[src/rtl/spi_master_arb_pkg.sv]
// spi_pkg: shared widths, rw encodings and FSM states for spi_master_arb
package spi_pkg;
  localparam int ADDR_W = 11;
  localparam int DATA_W = 8;
  localparam int FRAME_W = 20;
  localparam logic RW_WRITE = 1'b1;
  localparam logic RW_READ = 1'b0;
  typedef enum logic [2:0] {ST_IDLE, ST_SETUP, ST_SHIFT, ST_HOLD, ST_GAP} spi_mst_state_t;
endpackage

[src/rtl/spi_req_arbiter.sv]
// spi_req_arbiter: one-hot grant picker; round-robin under SPI_ARB_RR_EN, else lowest index wins
module spi_req_arbiter #(
  parameter int NUM_REQ = 2
) (
  input  logic               clk,
  input  logic               reset,
  input  logic [NUM_REQ-1:0] req,
  input  logic               en,
  output logic [NUM_REQ-1:0] gnt
);
`ifdef SPI_ARB_RR_EN
  logic [NUM_REQ-1:0] last, upper, pick;
  assign upper = req & ~((last << 1) - NUM_REQ'(1));
  assign pick = |upper ? upper & (~upper + NUM_REQ'(1)) : req & (~req + NUM_REQ'(1));
  // one-hot record of the last winner; the search resumes just above it and wraps to 0
  always_ff @(posedge clk or negedge reset)
    if (!reset) last <= NUM_REQ'(1) << (NUM_REQ - 1);
    else if (en && |req) last <= pick;
`else
  logic [NUM_REQ-1:0] pick;
  logic unused_clk_rst;
  assign unused_clk_rst = clk ^ reset;
  assign pick = req & (~req + NUM_REQ'(1));
`endif
  assign gnt = en ? pick : '0;
endmodule

[src/rtl/spi_master_arb.sv]
// spi_master_arb: arbitrated SPI master sending {rw, addr, data} frames; define SPI_ARB_RR_EN for round-robin
module spi_master_arb
  import spi_pkg::*;
#(
  parameter int NUM_REQ = 2,
  parameter int CLK_DIV = 2
) (
  input  logic                      clk,
  input  logic                      reset,
  input  logic [NUM_REQ-1:0]        req,
  input  logic [NUM_REQ-1:0]        req_rw,
  input  logic [NUM_REQ*ADDR_W-1:0] req_addr,
  input  logic [NUM_REQ*DATA_W-1:0] req_wdata,
  output logic [NUM_REQ-1:0]        gnt,
  output logic                      busy,
  output logic                      done,
  output logic [2:0]                done_id,
  output logic [DATA_W-1:0]         rdata,
  output logic                      CS,
  output logic                      SCLK,
  output logic                      SDI,
  input  logic                      SDO
);
  localparam int CW = $clog2(2 * CLK_DIV + 1);
  if (CLK_DIV < 1) begin : g_bad_div
    $error("CLK_DIV must be at least 1");
  end
  if (NUM_REQ < 2 || NUM_REQ > 8) begin : g_bad_req
    $error("NUM_REQ must be in 2..8");
  end
  spi_mst_state_t state, state_n;
  logic [CW-1:0] cnt;
  logic [4:0] bitc;
  logic [FRAME_W-1:0] sh, pick_frame;
  logic [DATA_W-1:0] rsh;
  logic sclk, rw_q, tick, arb_en, take, last_bit;
  logic [2:0] id_q, pick_id;
  logic [NUM_REQ-1:0] pick;
  spi_req_arbiter #(.NUM_REQ(NUM_REQ)) u_arb (
    .clk(clk), .reset(reset), .req(req), .en(arb_en), .gnt(pick)
  );
  assign SCLK = sclk;
  assign SDI = sh[FRAME_W-1];
  // phase timer end, arbitration window (idle or last gap cycle) and the winner's frame
  always_comb begin
    tick = cnt == CW'(state == ST_GAP ? 2 * CLK_DIV - 1 : CLK_DIV - 1);
    arb_en = state == ST_IDLE || (state == ST_GAP && tick);
    take = |pick;
    last_bit = bitc == 5'(FRAME_W - 1);
    pick_id = '0;
    pick_frame = '0;
    for (int i = 0; i < NUM_REQ; i++)
      if (pick[i]) begin
        pick_id = 3'(i);
        pick_frame = {req_rw[i], req_addr[ADDR_W*i +: ADDR_W],
                      req_rw[i] == RW_WRITE ? req_wdata[DATA_W*i +: DATA_W] : DATA_W'(0)};
      end
  end
  // next state and bus-level outputs; the gap chains straight into a new grant when one is pending
  always_comb begin
    state_n = state;
    CS = state == ST_IDLE || state == ST_GAP;
    busy = state != ST_IDLE;
    case (state)
      ST_IDLE:  state_n = take ? ST_SETUP : ST_IDLE;
      ST_SETUP: state_n = tick ? ST_SHIFT : ST_SETUP;
      ST_SHIFT: state_n = tick && sclk && last_bit ? ST_HOLD : ST_SHIFT;
      ST_HOLD:  state_n = tick ? ST_GAP : ST_HOLD;
      ST_GAP:   state_n = tick ? (take ? ST_SETUP : ST_IDLE) : ST_GAP;
      default:  state_n = ST_IDLE;
    endcase
  end
  // state register
  always_ff @(posedge clk or negedge reset)
    if (!reset) state <= ST_IDLE;
    else state <= state_n;
  // divider, bit counter, frame/read shift registers and handshake pulses
  always_ff @(posedge clk or negedge reset) begin
    if (!reset) begin
      cnt <= '0;
      bitc <= '0;
      sh <= '0;
      rsh <= '0;
      sclk <= 1'b1;
      rw_q <= 1'b0;
      id_q <= '0;
      gnt <= '0;
      done <= 1'b0;
      done_id <= '0;
      rdata <= '0;
    end else begin
      cnt <= (state == ST_IDLE || tick) ? '0 : cnt + CW'(1);
      gnt <= pick;
      done <= state == ST_HOLD && tick;
      if (take) begin
        sh <= pick_frame;
        rw_q <= pick_frame[FRAME_W-1];
        id_q <= pick_id;
        bitc <= '0;
      end
      if (state == ST_SETUP && tick) sclk <= 1'b0;
      if (state == ST_SHIFT && tick) begin
        if (!sclk) begin
          sclk <= 1'b1;
          rsh <= {rsh[DATA_W-2:0], SDO};
        end else if (!last_bit) begin
          sclk <= 1'b0;
          bitc <= bitc + 5'd1;
          sh <= sh << 1;
        end
      end
      if (state == ST_HOLD && tick) begin
        done_id <= id_q;
        if (rw_q == RW_READ) rdata <= rsh;
      end
    end
  end
endmodule

[config.mk]
export PLATFORM = sky130hd
export DESIGN_NAME = spi_master_arb
export DESIGN_NICKNAME = d
export VERILOG_FILES = /design/src/rtl/spi_master_arb_pkg.sv /design/src/rtl/spi_req_arbiter.sv /design/src/rtl/spi_master_arb.sv
export SDC_FILE = /design/constraint.sdc
export NUM_CORES = 1
export LEC_CHECK = 0
export CAP_MARGIN = 20
export CORE_UTILIZATION = 35
export DETAILED_ROUTE_END_ITERATION = 8
export PLACE_DENSITY = 0.62
export SLEW_MARGIN = 20
export SYNTH_ARGS = -nofsm -noshare
export SYNTH_HDL_FRONTEND = slang
export SYNTH_SLANG_ARGS = --single-unit
[constraint.sdc]
create_clock -name clk -period 2.6 [get_ports clk]
set_input_delay 0.52 -clock clk [delete_from_list [all_inputs] [get_ports clk]]
set_output_delay 0.52 -clock clk [all_outputs]
set_load 0.005 [all_outputs]
==> results.cfg, run 1 <==
[setup_path]
slowest_delay_ps = 480
crit_type = flop to output port
start_kind = flop
ff2ff_setup_slack_ps = 720
reg2reg_to = sh[17]
crit_path_cell_trace = or2_0 -> nor2_1 -> inv_1 -> clkdlybuf4s50_1
required_ps = 2080
r2r-start = cnt[0]
crit_arrival_ps = 1810
path_max_fanout = 9
crit_slowest_cell = dfrtp_1
worstRegToRegCells = 5
cp-end-kind = output port

[yosys]
synth_area_leader_cell = dfrtp_1
synth_edf_count = 0
ys.flop_type = dfrtp_1
synth_top_area_share_pct = 46.3
synth_area_leaders = dfrtp_1 46%, mux2_2 6.7%, o221a_2 5.5%
ys_ff_latch = 54
yosys.cell_count.top_type = dfrtp_1
ys_seq_area_share_pct = 47.3
synth-async-reset-ratio_pct = 100
synth_area_um2 = 2860
syn_inst = 250
yosys_warnings = 0
syn-mean-instance-area_um2 = 11.4
synthTopCellsByCount = 53 x dfrtp_1, 19 x nor2_1, 17 x mux2_2
yosysUniqueCellTypes = 57

[layout]
syn_to_final_growth_pct = 28.0
fill_cells = 746
n_antenna_cell = 0
ff_latch_area_um2 = 1350
final_area_um2 = 3660
drive_above_1_share_pct = 22.7
multi_input_area_um2 = 1370
nets = 359

[floorplan]
initial_utilization_pct = 36.7
die_y_um = 92.4
rows = 32
die_w_um = 92.4
die_area_um2 = 8540
coreArea_um2 = 7810
pin_count = 63

[clock_network]
cts_setup_buffers = 0
holdBufCountCts = 0
cts_resized = 0
clk_pin_slew_ps = 100
cts_sinks = 54
clk_latency_ps = 320
cts-root-buf = clkbuf_8
tritoncts = done
cts-buffers-inserted = 5
htreeDepth = 2
cts_buffer_depth = 2

[pwr]
vdd_drop_max_mv = 0.187
p_leak_uw = 0.00159
cellPowerDensity_nw_per_um2 = 405

[timing]
max_slew_margin_pct = 61.0
rsz0062_at_grt = false
setup_tns_ps = 0
finalCritPeriodShare_pct = 89.6
slew_violations = 0
fin_crit_ps = 2330
setup_violations = 0
max_freq_mhz = 429
final-hold-violation-count = 0
skew_ps = 7.88
tightest_slew_ps = 580

[place]
gp_congestion = 0.818
placed_area_um2 = 3560
port_buffers = 60
hpwl_um = 4930

[global_routing]
antenna_found_initial = 0
grt_overflow = 0
grtUsageTotal_pct = 16.3
grt_pass1_wl_um = 10900
grt_pass1_vias = 2160
grt_max_degree = 25

[drt]
drc = 0
via_per_inst = 5.34
dr.first_iter.drc_count = 77
routed_wl_um = 6650
ant_nets = 0
avgRoutedWirePerCell_um = 16.0
firstDrtPassIters = 4
vias = 2215

[flow_run]
max-cap-violations = 0

[run_status]
status = finished clean

[hold_path]
min_path_type = input pin to asynchronous set/reset pin
[state kept, by name (all words and copies together), names as in the netlist]
| name | flops |
|---|---|
| bitc | 5 |
| id_q | 1 |
| sh | 20 |
| done_id | 1 |
| state | 3 |
| done | 1 |
| rdata | 8 |
| gnt | 2 |
| cnt | 3 |
| SCLK | 1 |
| rsh | 8 |
| rw_q | 1 |
[report_power, final]
part	switching, uW	internal (uW)	total, uW
combinational	49.2	74.4	124
sequential	4.30	846	850
clock	292	220	512
[critical path: cells and delay by family, from the launching register on]
family / cells / cell delay [ps]
flops: 1 / 480
simple gates: 2 / 490
buf+inv: 2 / 530
[kinds of logic (layout without fill, tap and decap cells)]
| logic type | count (synthesis) | in the layout | share of synthesized area [%] |
|---|---|---|---|
| AOI/OAI and AO/OA | 79 | 79 | 23.9 |
| and+or+nand+nor | 69 | 69 | 15.3 |
| DFF | 54 | 54 | 47.3 |
| buffers and inverters | 26 | 88 | 5.12 |
| muxes | 18 | 18 | 7.04 |
| adders and majority gates | 2 | 2 | 0.874 |
| other | 1 | 2 | 0.131 |
| xor gates and xnor gates | 1 | 1 | 0.306 |
[routing by layer]
metal	wire (um)	GRT usage [%]	share of wire, %
met1	3190	22.5	48
met2	3100	25.9	47
met3	277	3.37	4.2
met4	85	4.69	1.3
met5	0	0	0
[metrics by stage]
step / worst slack, ps / hold WS [ps] / power [uW] / cells / util [%]
floorplan: 946 / 224 / 895 / 251 / -
detailed placement: 450 / 432 / 992 / 407 / 45.6
finish: 271 / 70.7 / 1490 / 415 / 46.9
CTS: 256 / 77.2 / 1510 / 415 / 46.9
global placement: 458 / 426 / 992 / 407 / 45.6
global route: 140 / 88.4 / 1550 / 415 / 46.9
[worst max-delay path by stage]
stage / startpoint / end / slack [ps] / cells after the start
5_1_grt: state[1] / busy / 140 / 4
6_report: state[1] / busy / 270 / 4
2_1_floorplan: req[1] / sh[1] / 950 / 5
3_3_place_gp: req[0] / sh[17] / 460 / 5
3_5_place_dp: req[0] / sh[17] / 450 / 5
4_1_cts: state[1] / busy / 260 / 4
[area by class of cell]
class                      count  area share [%]
inverter                       8           0.854
multi-input combinational    171            37.3
timing repair buffer          72            18.7
tap                          102            3.48
clock inverter                 2           0.478
clock buffer                   6            2.25
sequential                    54            36.9
[placed cells by master, fill, tap and decap left out, types with 2 or more instances in the layout]
master           instances
clkdlybuf4s50_1         59
dfrtp_1                 53
nor2_1                  19
mux2_2                  17
nand2_1                 15
o221a_2                 14
buf_4                   12
o21bai_1                11
a21oi_1                  9
a22o_1                   7
a221o_1                  7
nand3_1                  6
a2111oi_0                6
clkbuf_8                 6
o21ai_0                  5
a211oi_1                 5
a221oi_1                 5
inv_1                    4
nor2b_1                  4
inv_2                    3
nor3_1                   3
and3_1                   2
or3_1                    2
nand3b_4                 2
nor3b_1                  2
ha_1                     2
conb_1                   2
clkinv_4                 2
No activity file was read; power rests on OpenSTA's default activity.
==> run 2: changes to the inputs <==
--- a/config.mk
+++ b/config.mk
@@ -8,6 +8,7 @@
 export CAP_MARGIN = 20
 export CORE_UTILIZATION = 35
 export DETAILED_ROUTE_END_ITERATION = 8
+export GPL_TIMING_DRIVEN = 0
 export PLACE_DENSITY = 0.62
 export SLEW_MARGIN = 20
 export SYNTH_ARGS = -nofsm -noshare
==> results.cfg, run 2 (synthesis gave the netlist of run 1 again) <==
[global_routing]
grt_pass1_vias = 2230
busiest_layer = met2
use_met3_pct = 3.20
met2_usage_pct = 27.8
grt_overflow = 0
grtUsageTotal_pct = 17.2
use_met1_pct = 24.0
grt_max_degree = 55
antenna_found_initial = 0
grt_pass1_wl_um = 11400

[layout]
final_area_um2 = 3680
syn_to_final_growth_pct = 28.6
multi_input_area_um2 = 1370
ff_latch_area_um2 = 1350
final_common_cell = clkdlybuf4s50_1
nets = 363
regMostFlops = sh
n_antenna_cell = 0
drive_above_1_share_pct = 23.0
finalNonFillerCells = 419
largest_reg_flops = 20
layout_common_cells = 58 x clkdlybuf4s50_1, 53 x dfrtp_1, 18 x nor2_1, 17 x mux2_2, 15 x nand2_1
reg.largest.list = sh (20), rdata (8), rsh (8)
fill_cells = 756

[setup_path]
start_kind = flop
crit_arrival_ps = 1950
cp_num_cells = 6
path_max_fanout = 10
path_buf_inv = 4
ff2ff_setup_slack_ps = 710
slowest_delay_ps = 480
crit_type = flop to output port
cp-startpoint = state[1]
r2r-start = state[2]
crit_path_end = busy
cp-end-kind = output port
required_ps = 2080
worstRegToRegCells = 5
crit_slowest_cell = dfrtp_1
critPathTopFamily = buffers and inverters
crit_path_cell_trace = or2_0 -> buf_2 -> buf_6 -> nor2_2 -> inv_1 -> clkdlybuf4s50_1
reg2reg_to = rsh[1]

[pwr]
seqPwrFrac_pct = 57.5
p_total_uw = 1480
p_comb_share_pct = 8.2
cellInternalPower_uw = 1140
p_switching_uw = 342
vdd_drop_max_mv = 0.186
pwr-share-clk_pct = 34.3
swShare_pct = 23.1
cellPowerDensity_nw_per_um2 = 402
p_leak_uw = 0.00159

[place]
placed_area_um2 = 3580
place_ws_ps = 284
port_buffers = 59
gp_congestion = 0.779
hpwl_um = 4980
dp_cells = 412

[clock_network]
cts_buffer_depth = 2
cts_sinks = 54
cts_setup_buffers = 0
clk_latency_ps = 320
holdBufCountCts = 0
cts_resized = 0
tritoncts = done
cts-buffers-inserted = 5
cts-root-buf = clkbuf_8
htreeDepth = 2
clk_pin_slew_ps = 100

[drt]
via_per_inst = 5.32
firstDrtPassIters = 4
vias = 2228
ant_nets = 0
drc = 0
avgRoutedWirePerCell_um = 16.2
routed_wl_um = 6800
dr.first_iter.drc_count = 152

[floorplan]
pin_count = 63
die_w_um = 92.4
coreArea_um2 = 7810
rows = 32
die_area_um2 = 8540
initial_utilization_pct = 36.7
die_y_um = 92.4

[timing]
setup_ws_ps = 129
slew_violations = 0
tightest_slew_ps = 698
fin_crit_ps = 2470
max_slew_margin_pct = 53.4
setup_tns_ps = 0
max_freq_mhz = 405
skew_ps = 7.27
rsz0062_at_grt = false
setup_violations = 0
finalCritPeriodShare_pct = 95.1
final-hold-violation-count = 0

[flow_run]
max-cap-violations = 0

[hold_path]
min_path_type = input pin to asynchronous set/reset pin

[run_status]
status = finished clean
==> run 2: per-stage QoR <==
step	util (%)	hold slack, ps
after floorplan	-	224
after global placement	45.9	459
after detailed placement	45.9	471
after CTS	47.1	272
after global routing	47.1	288
final	47.1	238
==> run 2: cell type report <==
class,count,area share [%]
flip-flops and latches,54,36.8
inverters,8,0.850
clock inverters,2,0.442
repair buffers,59,16.0
well taps,102,3.47
multi-input cells,171,37.2
clock buffers,6,2.24
plain buffers,17,3.03
==> run 2: metal layers <==
metal  vias to the layer above  wire length, um  share of wire, %
met5                         -                0                 0
met4                         0               72               1.1
met3                         5              337               5.0
met2                        64             3140                46
met1                      1079             3250                48
li1                       1080                -                 -
==> run 2: power groups by stage <==
stage	clock [uW]	sequential, uW	combinational [uW]
final	508	850	121
after global routing	556	851	132
after CTS	521	850	123
after detailed placement	0	866	123
after global placement	0	866	123
after floorplan	0	865	30.2
==> run 2: how the worst min path moves through the flow <==
stage	startpoint	to	cells past startpoint
2_1_floorplan	reset	bitc[0]	0
3_5_place_dp	bitc[4]	bitc[4]	1
4_1_cts	reset	sh[14]	1
3_3_place_gp	bitc[4]	bitc[4]	1
5_1_grt	reset	rdata[7]	1
6_report	reset	rdata[7]	1
